===== config.mk =====
export PLATFORM = sky130hd
export DESIGN_NAME = mem_port_arbiter
export DESIGN_NICKNAME = d
export VERILOG_FILES = /design/src/rtl/mem_arb_pkg.sv /design/src/rtl/arb_tag_fifo.sv /design/src/rtl/mem_port_arbiter.sv
export SDC_FILE = /design/constraint.sdc
export NUM_CORES = 1
export LEC_CHECK = 0
export ABC_AREA = 1
export ABC_CLOCK_PERIOD_IN_PS = 2300
export CORE_MARGIN = 2
export CORE_UTILIZATION = 37
export CTS_CLUSTER_DIAMETER = 30
export DETAILED_ROUTE_END_ITERATION = 8
export GPL_ROUTABILITY_DRIVEN = 0
export PLACE_DENSITY = 0.87
export SYNTH_ARGS = -nofsm -noshare
export SYNTH_HDL_FRONTEND = slang
export SYNTH_SLANG_ARGS = --single-unit

===== constraint.sdc =====
create_clock -name clk -period 2.3 [get_ports clk]
set_clock_uncertainty 0.15 [all_clocks]
set_input_delay 0.23 -clock clk [delete_from_list [all_inputs] [get_ports clk]]
set_output_delay 0.23 -clock clk [all_outputs]
set_load 0.01 [all_outputs]

===== src/rtl/mem_arb_pkg.sv =====
// Shared types for the fetch/load-store memory port arbiter: requester ids,
// in-flight tag layout and sizing constants.
package mem_arb_pkg;

  localparam int unsigned MaxOutstanding = 4;
  localparam int unsigned PtrW           = 2;
  localparam int unsigned CntW           = 3;

  typedef enum logic {
    REQ_IF = 1'b0,
    REQ_LS = 1'b1
  } req_id_e;

  typedef struct packed {
    req_id_e id;
    logic    drop;
  } tag_t;

endpackage


===== src/rtl/arb_tag_fifo.sv =====
// In-order tag FIFO remembering which requester owns each in-flight memory
// request; flush_mark poisons every queued fetch tag.
module arb_tag_fifo
  import mem_arb_pkg::*;
#(
  parameter int unsigned Depth = 2
) (
  input  logic            clk,
  input  logic            rst_n,
  input  logic            push,
  input  req_id_e         push_id,
  input  logic            pop,
  input  logic            flush_mark,
  output tag_t            head,
  output logic [CntW-1:0] count
);

  tag_t            mem_q [MaxOutstanding];
  logic [PtrW-1:0] wptr_q, rptr_q;
  logic [CntW-1:0] count_q;

  function automatic logic [PtrW-1:0] next_ptr(input logic [PtrW-1:0] ptr);
    return (ptr == PtrW'(Depth - 1)) ? '0 : ptr + PtrW'(1);
  endfunction

  always_ff @(posedge clk or negedge rst_n) begin
    if (!rst_n) begin
      for (int i = 0; i < int'(MaxOutstanding); i++) mem_q[i] <= '0;
      wptr_q  <= '0;
      rptr_q  <= '0;
      count_q <= '0;
    end else begin
      // Stale slots may get marked too; a push always rewrites drop to 0.
      if (flush_mark) begin
        for (int i = 0; i < int'(MaxOutstanding); i++) begin
          if (mem_q[i].id == REQ_IF) mem_q[i].drop <= 1'b1;
        end
      end
      if (push) begin
        mem_q[wptr_q] <= '{id: push_id, drop: 1'b0};
        wptr_q        <= next_ptr(wptr_q);
      end
      if (pop) rptr_q <= next_ptr(rptr_q);
      if (push && !pop) count_q <= count_q + CntW'(1);
      else if (pop && !push) count_q <= count_q - CntW'(1);
    end
  end

  assign head  = mem_q[rptr_q];
  assign count = count_q;

endmodule


===== src/rtl/mem_port_arbiter.sv =====
// Round-robin arbiter sharing one memory port between instruction fetch and
// load-store, with grant lock under backpressure and in-order response routing.
module mem_port_arbiter
  import mem_arb_pkg::*;
#(
  parameter int unsigned OUTSTANDING = 2
) (
  input  logic        clk,
  input  logic        rst_n,
  input  logic        if_req_valid,
  output logic        if_req_ready,
  input  logic [31:0] if_req_addr,
  input  logic        ls_req_valid,
  output logic        ls_req_ready,
  input  logic [31:0] ls_req_addr,
  input  logic        ls_req_we,
  input  logic [31:0] ls_req_wdata,
  input  logic [3:0]  ls_req_wstrb,
  output logic        if_rsp_valid,
  output logic [31:0] if_rsp_rdata,
  output logic        ls_rsp_valid,
  output logic [31:0] ls_rsp_rdata,
  output logic        mem_req_valid,
  input  logic        mem_req_ready,
  output logic [31:0] mem_addr,
  output logic        mem_we,
  output logic [31:0] mem_wdata,
  output logic [3:0]  mem_wstrb,
  input  logic        mem_rsp_valid,
  input  logic [31:0] mem_rsp_rdata,
  input  logic        flush_if,
  output logic [2:0]  outstanding,
  output logic        rsp_err
);

  req_id_e         prio_q, gnt;
  logic            hold_q, hold_we_q, err_q;
  req_id_e         hold_id_q;
  logic [31:0]     hold_addr_q, hold_wdata_q;
  logic [3:0]      hold_wstrb_q;
  logic            full, xfer, stall, pop;
  tag_t            head;
  logic [CntW-1:0] cnt;

  always_comb begin
    gnt = REQ_IF;
    if (hold_q) gnt = hold_id_q;
    else if (if_req_valid && ls_req_valid) gnt = prio_q;
    else if (ls_req_valid) gnt = REQ_LS;
  end

  always_comb begin
    mem_addr  = if_req_addr;
    mem_we    = 1'b0;
    mem_wdata = '0;
    mem_wstrb = '0;
    if (hold_q) begin
      mem_addr  = hold_addr_q;
      mem_we    = hold_we_q;
      mem_wdata = hold_wdata_q;
      mem_wstrb = hold_wstrb_q;
    end else if (gnt == REQ_LS) begin
      mem_addr  = ls_req_addr;
      mem_we    = ls_req_we;
      mem_wdata = ls_req_wdata;
      mem_wstrb = ls_req_wstrb;
    end
  end

  // A pop in the same cycle deliberately does not relieve full.
  assign full          = (cnt == CntW'(OUTSTANDING));
  assign mem_req_valid = rst_n && (if_req_valid || ls_req_valid || hold_q) && !full;
  assign xfer          = mem_req_valid && mem_req_ready;
  assign stall         = mem_req_valid && !mem_req_ready;
  assign if_req_ready  = rst_n && (gnt == REQ_IF) && mem_req_ready && !full;
  assign ls_req_ready  = rst_n && (gnt == REQ_LS) && mem_req_ready && !full;

  assign pop          = mem_rsp_valid && (cnt != '0);
  assign if_rsp_valid = pop && (head.id == REQ_IF) && !head.drop && !flush_if;
  assign ls_rsp_valid = pop && (head.id == REQ_LS);
  assign if_rsp_rdata = mem_rsp_rdata;
  assign ls_rsp_rdata = mem_rsp_rdata;
  assign outstanding  = cnt;
  assign rsp_err      = err_q;

  always_ff @(posedge clk or negedge rst_n) begin
    if (!rst_n) begin
      prio_q       <= REQ_IF;
      hold_q       <= 1'b0;
      hold_id_q    <= REQ_IF;
      hold_addr_q  <= '0;
      hold_we_q    <= 1'b0;
      hold_wdata_q <= '0;
      hold_wstrb_q <= '0;
      err_q        <= 1'b0;
    end else begin
      if (xfer) begin
        hold_q <= 1'b0;
        prio_q <= (gnt == REQ_IF) ? REQ_LS : REQ_IF;
      end else if (stall) begin
        hold_q       <= 1'b1;
        hold_id_q    <= gnt;
        hold_addr_q  <= mem_addr;
        hold_we_q    <= mem_we;
        hold_wdata_q <= mem_wdata;
        hold_wstrb_q <= mem_wstrb;
      end
      if (mem_rsp_valid && (cnt == '0)) err_q <= 1'b1;
    end
  end

  arb_tag_fifo #(
    .Depth (OUTSTANDING)
  ) u_tag_fifo (
    .clk        (clk),
    .rst_n      (rst_n),
    .push       (xfer),
    .push_id    (gnt),
    .pop        (pop),
    .flush_mark (flush_if),
    .head       (head),
    .count      (cnt)
  );

endmodule


Yosys cells after proc, flatten, opt, wreduce, memory -nomap -nowiden --
Index checks and enable logic that the tools add are counted.
Storage, ports and cells: output and inout port bits 142, flip-flop bits (word level) 88
Operators by class: $add $sub $neg 4, bitwise logic cells 5, multiplexer cells 33, eq/ne operators 3, $lt $le $gt $ge 3, reduce and logical (&&, ||, !) cells 33
Operator list (number):
- 32-bit two-way mux | 4
- 1-bit logical AND | 20
- 1-bit two-way mux | 16
- 2-bit two-way mux | 5
- 8-bit bitwise mux | 1
- 4-bit two-way mux | 2
- 7-bit two-way mux | 1
- 3-bit greater-or-equal comparator, second input constant | 2
- 1-bit zero test | 6
- 3-bit two-way mux | 2
- 2-bit NOT with 3-bit output | 2
- 2-bit by 1-bit adder with 2-bit output, second input constant | 2
- 2-bit binary-select mux with 2-bit select | 1
- 2-bit demux with 2-bit select | 1
- 2-bit by 1-bit equality test with 1-bit output, second input constant | 2
- 2-bit nonzero test | 2
- 3-bit by 1-bit adder with 3-bit output, second input constant | 1
- 3-bit by 2-bit equality test with 1-bit output, second input constant | 1
- 3-bit zero test | 1
- 3-bit by 1-bit < comparator with 1-bit output, second input constant | 1
- 1-bit NOT | 3
- 3-bit nonzero test | 1
- 3-bit by 1-bit subtractor with 3-bit output, second input constant | 1
- 1-bit logical OR | 2
- 2-bit AND reduction | 1

Depth between registers and ports, before layout --
word-level depth 9, depth in mapped cells 12

Cells and area by module --
Synthesis repeated with hierarchy kept, for this count alone.
Unflattened totals: cell total of the unflattened synthesis 836, area, all modules 5745.5 µm²
Modules (own cells, without submodules):
- mem_port_arbiter | sequential area each 1826.8 µm², area an instance 5044.8 µm², cells each 755, times used 1
- arb_tag_fifo | sequential area each 375.4 µm², area an instance 700.7 µm², cells each 81, times used 1

Worst setup path after synthesis --
OpenSTA, ideal clock, no wires.
kind reg-to-reg, from register u_tag_fifo.count_q[0] (netlist: u_tag_fifo.count[0]), to register u_tag_fifo.count_q[2] (netlist: u_tag_fifo.count[2]), period minus slack after synthesis 2287 ps, data arrival time 2006 ps, buffers on the path 1, stages on the path, launching flop included 12, path slack 13 ps, library setup time 131 ps, required time 2019 ps, cells stage by stage dfrtp_1 > inv_1 > nand3_1 > nand2_1 > nor2_1 > buf_2 > ha_1 > inv_1 > fa_1 > a21oi_1 > o21ai_0 > xor2_1
Between the ends: cells in the longest elaborated chain, start to end 7, elaborated cells between the ends (all ways) 15, classes of those cells 2 x add/sub; 1 x eq/ne; 2 x mux; 10 x reduce/logical
Ends and longest elaborated chain:
- start, declared | RTL line arb_tag_fifo.sv:20 | logic [CntW-1:0] count_q;
- start signal, assigned | RTL line arb_tag_fifo.sv:44 | if (push && !pop) count_q <= count_q + CntW'(1);
- start signal, assigned | RTL line arb_tag_fifo.sv:45 | else if (pop && !push) count_q <= count_q - CntW'(1);
- 3-bit by 2-bit equality test with 1-bit output (*) | RTL line mem_port_arbiter.sv:71 | assign full = (cnt == CntW'(OUTSTANDING));
- 1-bit zero test (*) | RTL line mem_port_arbiter.sv:72 | assign mem_req_valid = rst_n && (if_req_valid || ls_req_valid || hold_q) && !full;
- 1-bit logical AND (*) | RTL line mem_port_arbiter.sv:72
- 1-bit logical AND (*) | RTL line mem_port_arbiter.sv:73 | assign xfer = mem_req_valid && mem_req_ready;
- named net u_tag_fifo.push | RTL line arb_tag_fifo.sv:10 | input logic push,
- 1-bit zero test | RTL line arb_tag_fifo.sv:45
- 1-bit logical AND | RTL line arb_tag_fifo.sv:45
- 2-bit nonzero test (no source line)
The timed path passes the listed nets; every way through them passes the cells marked *. The select of a mux whose other input is x is not followed. A chain may end at the register's enable or synchronous reset.

Final worst setup path --
from register hold_q, to output port mem_wdata[29]
Between the ends: cells in the longest elaborated chain, start to end 3
Ends and longest elaborated chain:
- start, declared | RTL line mem_port_arbiter.sv:37 | logic hold_q, hold_we_q, err_q;
- start signal, assigned | RTL line mem_port_arbiter.sv:89 | hold_q <= 1'b0;
- start signal, assigned | RTL line mem_port_arbiter.sv:98 | hold_q <= 1'b0;
- start signal, assigned | RTL line mem_port_arbiter.sv:101 | hold_q <= 1'b1;
- 1-bit two-way mux | RTL line mem_port_arbiter.sv:47 | if (hold_q) gnt = hold_id_q;
- 32-bit two-way mux | RTL line mem_port_arbiter.sv:62 | end else if (gnt == REQ_LS) begin
- 32-bit two-way mux (*) | RTL line mem_port_arbiter.sv:57 | if (hold_q) begin
- end, declared | RTL line mem_port_arbiter.sv:27 | output logic [31:0] mem_wdata,
Every way passes the cells marked *; elsewhere a longest branch is shown, timed or not.

==> flow_metrics.env <==
export IMPL_holdWs_ns=0.3100
export IMPL_path_buf_inv=5
export IMPL_synth_area_um2=5708
export IMPL_start_util_pct=37.69
export IMPL_drive_gt1_share_pct=14.37
export IMPL_power_density_nw_per_um2=1157
export IMPL_core_area_um2=15150
export IMPL_fin_ws_ns=-0.002890
export IMPL_grt_ovfl_total=0
export IMPL_track_usage_pct=20.66
export IMPL_synth_ff_type="dfrtp_1"
export IMPL_drt_iter0_markers=229
export IMPL_seq_area_frac_synth_pct=38.58
export IMPL_cap_violations=0
export IMPL_total_power_w=0.009266
export IMPL_numCtsBuffers=9
export IMPL_antenna_left=0
export IMPL_finish_net_count=1132
export IMPL_crit_chain="nor2_4 -> buf_12 -> buf_4 -> buf_4 -> buf_12 -> nand3_1 -> o21ai_0 -> clkdlybuf4s15_1"
export IMPL_yosysWarnings=0
export IMPL_violations="negative setup slack"
export IMPL_synth_edf_count=0
export IMPL_cp_max_fo=23
export IMPL_fmax_mhz=434.2
export IMPL_worst_ep_arrival_time_ns=1.92
export IMPL_async_flop_share_pct=100.0
export IMPL_hold_viol=0
export IMPL_grt_pass1_wl_um=26790
export IMPL_grt_max_degree=86
export IMPL_drc_errors=0
export IMPL_fp_dieArea_um2=16440
export IMPL_cts_max_level=3
export IMPL_cts_sinks=88
export IMPL_p_leak_nw=4.253
export IMPL_vias=5619
export IMPL_cts_tree="done"
export IMPL_synth_cell_types=28
export IMPL_syn_avg_cell_area_um2=6.902
export IMPL_wl_per_cell_um=14.69
export IMPL_io_buffers=185
export IMPL_tightest_slew_ns=0.6781
export IMPL_clk_latency_ns=0.34
export IMPL_path_clk_slew_ns=0.07
export IMPL_fin_crit_sh_pct=100.1
export IMPL_drv_slew=0
export IMPL_firstDrtPassIters=4
export IMPL_fp_dieH_um=128.2
export IMPL_dp_slack_ns=-0.2006
export IMPL_cts_root_buf="clkbuf_16"
export IMPL_synth_fp_nets=969
export IMPL_postLayoutCoreUtil_pct=52.89
export IMPL_crit_type="flip-flop to output port"
export IMPL_slew_headroom_pct=54.79
export IMPL_synthCells=827
export IMPL_wl_um=17380
export IMPL_die_w_um=128.2
export IMPL_crit_path_end_kind="output port"
export IMPL_setup_viol=1
export IMPL_num_rows=45
export IMPL_cp_slowest_cell="dfrtp_2"
export IMPL_required_ns=1.92
export IMPL_rsz0062_at_grt="true"
export IMPL_path_delay_family="buffers and inverters"
export IMPL_clockBufferDepth=2
export IMPL_yosys_area_top_type="dfrtp_1"
export IMPL_fin_crit_ns=2.303
export IMPL_grt_pass1_vias=5357
export IMPL_ioPinCount=282
export IMPL_synth_area_top_cells="dfrtp_1 39%, nand2_1 19%, buf_4 8.8%"
export IMPL_min_path_type="input port to output port"
export IMPL_area_delta_synth_final_pct=40.33
export IMPL_antenna_cells=0
export IMPL_ys_seq_elements=88
export IMPL_peakVddDrop_mv=0.7890
export IMPL_via_per_inst=4.750
export IMPL_synth_top_area_share_pct=38.58
export IMPL_netlist_top_cells_count="289 x nand2_1, 114 x inv_1, 88 x dfrtp_1, 79 x nand3_1, 69 x o21ai_0"
export IMPL_critPathLaunchType="flip-flop"
export IMPL_yosysMostFrequentCell="nand2_1"
export IMPL_place_hpwl_um=11250
export IMPL_antenna_found_initial=0
export IMPL_max_stage_delay_ns=0.44
export IMPL_status="finished, violations left"
## per-layer routing
layer	vias to the layer above	routed length, µm	GRT usage [%]
met5	-	0	0
met4	0	304	5.236
met3	27	1111	5.593
met2	172	8431	36.39
met1	2599	7534	24.97
li1	2821	-	-
## cell type report
type                            instances  area (µm²)
Fill cell                            1416        7136
Timing Repair Buffer                  263        2446
Tap cell                              188       235.2
Inverter                              115       431.7
Multi-Input combinational cell        513        2377
Sequential cell                        88        2205
Clock inverter                          5       62.56
Clock buffer                           11       252.7
## power by group
part	total, W	internal [W]	switching [W]	leakage [nW]
logic	0.00522	0.00238	0.00284	2.97
registers	0.00249	0.00218	0.000303	1.13
clock network	0.00156	0.000910	0.000647	0.149
total	0.00927	0.00547	0.00379	4.25
## layout by cell type (no fill, tap or decap), types with 3 or more instances in the layout
master,Yosys,layout
clkdlybuf4s15_1,0,5
buf_6,4,3
inv_1,114,113
nand3b_1,32,32
clkdlybuf4s50_1,0,111
nand2_1,289,287
dlygate4sd2_1,0,30
nand4_1,4,4
buf_4,67,61
dfrtp_1,88,86
buf_12,0,9
nor2_1,11,10
o21a_1,4,4
o21ai_1,9,10
clkbuf_16,0,12
nand3_1,79,79
a21oi_1,3,3
clkbuf_2,0,36
o21ai_0,69,68
xor2_1,3,3
## through the flow
step / area (µm²) / TNS (ns) / cells
after floorplan: 5708 / 0 / 827
after global placement: 7649 / -4.775 / 1153
after detailed placement: 7649 / -8.439 / 1153
after CTS: 7998 / -0.1409 / 1176
after global routing: 8010 / -0.8691 / 1183
final: 8010 / -0.002890 / 1183
## state kept, by name (all words and copies together) (netlist names), 2 cells and up
register and cells:
hold_addr_q 32, hold_wdata_q 32, u_tag_fifo.mem_q 8, hold_wstrb_q 4, u_tag_fifo.count 3, u_tag_fifo.rptr_q 2, u_tag_fifo.wptr_q 2
## kinds of logic (layout without fill, tap and decap cells)
kind of cell,count (synthesis),count (layout),synth area share [%]
adders and majority gates,2,2,0.5699
and+or+nand+nor,418,418,31.89
DFF,88,88,38.58
AOI/OAI and AO/OA,88,88,8.067
buffers and inverters,226,394,20.08
xor gates and xnor gates,4,4,0.6139
muxes,1,1,0.1973
## worst reg2reg max path, stage by stage (launching register included)
cell,delay (ns)
dfrtp_1,0.39
buf_4,0.16
nand3_1,0.12
nand2_1,0.11
nor2_2,0.12
ha_1,0.15
inv_1,0.06
fa_1,0.38
a21oi_1,0.14
o21ai_1,0.09
xor2_1,0.14
## timing repair
| item | 4_1_cts | 5_1_grt |
|---|---|---|
| buffers inserted | 4 | 5 |
| setup endpoints to repair | 72 | 35 |
| hold buffers | 1 | 0 |
| gates resized for setup | 79 | 101 |
| pin swaps | 1 | 1 |
| endpoints found under the hold margin | 37 | 0 |
| gates cloned | 2 | 3 |
## worst paths after layout
kind	start	to	slack (ns)	cells after the start
max	hold_q	mem_wdata[29]	-0.003	8
min reg2reg	hold_addr_q[3]	hold_addr_q[3]	0.33	2
min in group asynchronous	rst_n	u_tag_fifo.mem_q[6]	0.37	3
max in group asynchronous	rst_n	u_tag_fifo.count[0]	0.54	4
max reg2reg	u_tag_fifo.count[1]	u_tag_fifo.count[2]	0.17	10
min	mem_rsp_rdata[17]	if_rsp_rdata[17]	0.31	0
(Power assumes the default switching activity.)
